<file path="src/rtl/Global.sv">
// rtl/Global.sv - shared datapath width for the arithmetic blocks
package Global;
    parameter int DW = 8;
endpackage

</file>
<file path="src/rtl/seq_divider.sv">
// rtl/seq_divider.sv - sequential signed restoring divider, one quotient bit per clock
module seq_divider #(
    parameter int DW = Global::DW
) (
    input  logic          clk,
    input  logic          rst,
    input  logic          start,
    input  logic [DW-1:0] dividend,
    input  logic [DW-1:0] divisor,
    output logic          ready,
    output logic [DW-1:0] quotient,
    output logic [DW-1:0] remainder,
    output logic          div_by_zero
);
    localparam int CW = (DW > 2) ? $clog2(DW) : 1;

    typedef enum logic [1:0] {IDLE, ITER, FIX, DONE} state_t;

    state_t        state;
    state_t        state_next;
    logic          start_q;
    logic          shot;
    logic          accept;
    logic [CW-1:0] counter;
    logic [DW-1:0] dvd;
    logic [DW-1:0] rem;
    logic [DW-1:0] dsr;
    logic          sign_q;
    logic          sign_r;
    logic          dz;
    logic [DW-1:0] a_mag;
    logic [DW-1:0] b_mag;
    logic [DW:0]   rem_shift;
    logic [DW:0]   trial;
    logic          divisor_zero;

    assign shot         = start & ~start_q;
    assign accept       = shot && (state == IDLE || state == DONE);
    assign divisor_zero = (divisor == '0);

    // -2^(DW-1) negates to itself, which read unsigned is the correct magnitude
    assign a_mag = dividend[DW-1] ? -dividend : dividend;
    assign b_mag = divisor[DW-1]  ? -divisor  : divisor;

    // rem < |divisor| always, so it fits DW bits; only the shifted trial needs DW+1
    assign rem_shift = {rem, dvd[DW-1]};
    assign trial     = rem_shift - {1'b0, dsr};

    always_ff @(posedge clk or negedge rst) begin
        if (!rst) begin
            state <= IDLE;
        end else begin
            state <= state_next;
        end
    end

    always_comb begin
        state_next = state;
        case (state)
            IDLE, DONE: if (shot) state_next = divisor_zero ? FIX : ITER;
            ITER:       if (counter == CW'(DW - 1)) state_next = FIX;
            FIX:        state_next = DONE;
            default:    state_next = IDLE;
        endcase
    end

    always_ff @(posedge clk or negedge rst) begin
        if (!rst) begin
            start_q     <= 1'b0;
            counter     <= '0;
            dvd         <= '0;
            rem         <= '0;
            dsr         <= '0;
            sign_q      <= 1'b0;
            sign_r      <= 1'b0;
            dz          <= 1'b0;
            ready       <= 1'b0;
            quotient    <= '0;
            remainder   <= '0;
            div_by_zero <= 1'b0;
        end else begin
            start_q <= start;
            if (accept) begin
                // divide-by-zero preloads the FIX inputs so it yields all ones and the dividend
                dvd     <= divisor_zero ? '1 : a_mag;
                rem     <= divisor_zero ? a_mag : '0;
                dsr     <= b_mag;
                sign_q  <= divisor_zero ? 1'b0 : (dividend[DW-1] ^ divisor[DW-1]);
                sign_r  <= dividend[DW-1];
                dz      <= divisor_zero;
                counter <= '0;
                ready   <= 1'b0;
            end else if (state == ITER) begin
                rem     <= trial[DW] ? rem_shift[DW-1:0] : trial[DW-1:0];
                dvd     <= {dvd[DW-2:0], ~trial[DW]};
                counter <= counter + CW'(1);
            end else if (state == FIX) begin
                quotient    <= sign_q ? -dvd : dvd;
                remainder   <= sign_r ? -rem : rem;
                div_by_zero <= dz;
                ready       <= 1'b1;
            end
        end
    end
endmodule
</file>
<file path="config.mk">
export PLATFORM = sky130hd
export DESIGN_NAME = seq_divider
export DESIGN_NICKNAME = d
export VERILOG_FILES = /design/src/rtl/Global.sv /design/src/rtl/seq_divider.sv
export SDC_FILE = /design/constraint.sdc
export NUM_CORES = 1
export LEC_CHECK = 0
export ABC_AREA = 1
export CORE_UTILIZATION = 55
export CTS_CLUSTER_SIZE = 24
export DETAILED_ROUTE_END_ITERATION = 6
export PLACE_DENSITY = 0.78
export SLEW_MARGIN = 0
export SYNTH_ARGS = -nofsm -noshare
export SYNTH_HDL_FRONTEND = slang
export SYNTH_SLANG_ARGS = --single-unit
</file>
<file path="constraint.sdc">
create_clock -name clk -period 4.55 [get_ports clk]
set_input_delay 1.365 -clock clk [delete_from_list [all_inputs] [get_ports clk]]
set_output_delay 1.365 -clock clk [all_outputs]
set_load 0.02 [all_outputs]
</file>
==> metrics.csv <==
stage,metric,value,unit
power_and_ir_drop,power,2990,uW
floorplan,ioPinCount,37,
timing,tightest_slew,729,ps
logic_synthesis,synth_seq_cells,51,
layout,fillers,496,
logic_synthesis,synth_cell_types,37,
worst_setup_path,path_max_fanout,26,
power_and_ir_drop,p_leak,0.00187,uW
outcome,outcome,"complete, no violations",
layout,drive_gt1_share,6.81,%
clock_network,cts_max_level,2,
logic_synthesis,syn_nets,456,
clock_network,hold_buffers,0,
floorplan,dieArea,0.00623,mm^2
timing,finalHoldViolations,0,
clock_network,clock_path_buffers,2,
clock_network,numClockSinks,51,
timing,rsz0062_at_grt,false,
route,drt-total-wl,7180,um
logic_synthesis,ys.flop_type,dfrtp_1,
worst_setup_path,cp-start-kind,primary input,
timing,min_period_over_period,64.7,%
timing,fmax,0.340,GHz
floorplan,placementRows,27,
layout,synthToLayoutAreaGrowth,15.9,%
clock_network,numCtsBuffers,5,
floorplan,fp.dieW,78.9,um
route,drc_errors,0,
logic_synthesis,yosys-top-cells-count,"88 x nand2_1, 63 x inv_1, 51 x dfrtp_1, 51 x o21ai_0, 28 x nand3_1",
power_and_ir_drop,p_per_area,792,mW/mm^2
logic_synthesis,synth.avg_cell_area,7.75,um^2
layout,antennaDiodeCount,0,
worst_setup_path,rrSetupSlack,2440,ps
place,dp_cells,519,
clock_network,cts_resized,0,
route,final_antenna_net_count,0,
worst_setup_path,worst-setup-path-type,in -> reg,
place,place_congestion,0.873,
logic_synthesis,postSynthCellCount,420,
logic_synthesis,synth-async-reset-ratio,100,%
route,routed_via_density,5.44,
place,place_ws,1330,ps
place,port_buffers,36,
logic_synthesis,synth_edf_count,0,
logic_synthesis,ys.warnings.count,0,
worst_hold_path,hold_class,reg -> reg,
place,dpl.hpwl,5450,um
layout,final_cells,527,
worst_setup_path,setup.worst_path.end_class,flip-flop,
route,avgRoutedWirePerCell,13.6,um
grt,grt_usage,25.4,%
floorplan,die_h,78.9,um
grt,grt_pass1_wl,12200,um
route,first_pass_iters,6,
timing,fin_ws,1610,ps
timing,slew_headroom,51.3,%
logic_synthesis,synth_most_common_cell,nand2_1,
clock_network,root_buffer,clkbuf_8,
floorplan,initial_core_util,58.1,%
worst_setup_path,arrival,3140,ps
logic_synthesis,synthTopCellsByArea,"dfrtp_1 39%, nand2_1 10%, o21ai_0 7.8%, inv_1 7.3%, ha_1 6.1%",
grt,antenna_found_initial,0,
timing,setup_violations,0,
floorplan,fp.coreArea,0.00561,mm^2
logic_synthesis,ys_seq_area_share,39.2,%
timing,slew_violations,0,
clock_network,worstSkewPairLatency,310,ps
clock_network,clkTransAtPathRegs,110,ps
grt,grt_pass1_vias,2728,
clock_network,cts_setup_buffers,0,
grt,grt_max_degree,52,
layout,layout.nets,490,
timing,finalCriticalPeriod,2940,ps
route,num_vias,2869,
power_and_ir_drop,max-vdd-ir-drop,0.368,mV
logic_synthesis,synth_top_cell_area_share,39.2,%
logic_synthesis,yosys.area.top_type,dfrtp_1,
layout,final_cell_area,0.00377,mm^2
place,placed_area,0.00366,mm^2
worst_setup_path,worstPathRequired,4740,ps
timing,setup_tns,0,ps
timing,finClkSkew,10.1,ps
route,drtIter0Drc,211,
flow_run,maxCapViolations,0,
logic_synthesis,syn_area,0.00326,mm^2
grt,overflow,0,
clock_network,cts_tree,built,
## cells in the final DEF, fill, tap and decap left out, types with 4 or more instances in the layout
master	instances
o21ai_0	51
clkbuf_8	5
nand2_1	88
xor2_1	21
xnor2_1	4
nand4_1	5
dfrtp_1	51
nand2_2	5
clkdlybuf4s50_1	35
nand3_1	28
ha_1	16
o211ai_1	4
nor2_1	26
a22oi_1	4
inv_1	63
a21oi_1	14
## metrics by stage
stage / hold WS, ps / utilization [%]
3_3_place_gp: 464 / 65.3
6_report: 490 / 67.3
3_5_place_dp: 472 / 65.3
2_1_floorplan: 453 / -
4_1_cts: 496 / 67.3
5_1_grt: 509 / 67.3
## critical path, stage by stage
cell	delay [ps]
clkdlybuf4s50_1	500
nand2_2	110
nor2_8	250
inv_2	250
nand2_4	220
nand2_1	210
o21ai_0	130
o211ai_1	100
## metal layers
layer / GRT usage [%] / vias to the layer above / part of all wire [%]
met1: 32.6 / 1360 / 44
met5: 0 / - / 0
met3: 4.14 / 9 / 4.6
li1: - / 1417 / -
met4: 6.55 / 0 / 1.3
met2: 44.3 / 83 / 50
## cell families after synthesis
logic type               share of synthesized area (%)
AO/OA/AOI/OAI                                     13.9
buffers and inverters                             9.11
flip-flops                                        39.2
XOR/XNOR                                          6.73
adder cells (fa/ha/maj)                           6.76
AND/OR/NAND/NOR                                   24.3
## cell type report
class | instances | area [um^2] | share of cell area (%)
sequential | 51 | 1280 | 33.8
tap | 72 | 90.1 | 2.39
clock inverter | 3 | 46.3 | 1.23
clock buffer | 5 | 68.8 | 1.82
multi-input combinational | 293 | 1680 | 44.6
inverter | 66 | 248 | 6.56
timing repair buffer | 37 | 363 | 9.61
## state kept, by name, indices dropped and copies added (netlist names)
register,count
counter,3
div_by_zero,1
dsr,8
dvd,8
dz,1
quotient,8
ready,1
rem,8
remainder,8
sign_q,1
sign_r,1
start_q,1
state,2
## power breakdown
group          switching (uW)  internal (uW)
Clock                     164            166
Combinational            1090            711
Sequential                184            672
## path summary, 6_finish.rpt
| check | startpoint | endpoint | depth (start not counted) |
|---|---|---|---|
| min in group asynchronous | rst | remainder[2] | 2 |
| setup reg to reg | state[0] | rem[3] | 9 |
| setup / recovery | start | dvd[0] | 8 |
| hold reg to reg | quotient[2] | quotient[2] | 2 |
| max in group asynchronous | rst | dsr[6] | 2 |
| hold / removal | quotient[2] | quotient[2] | 2 |
No activity file was read; power rests on OpenSTA's default activity.
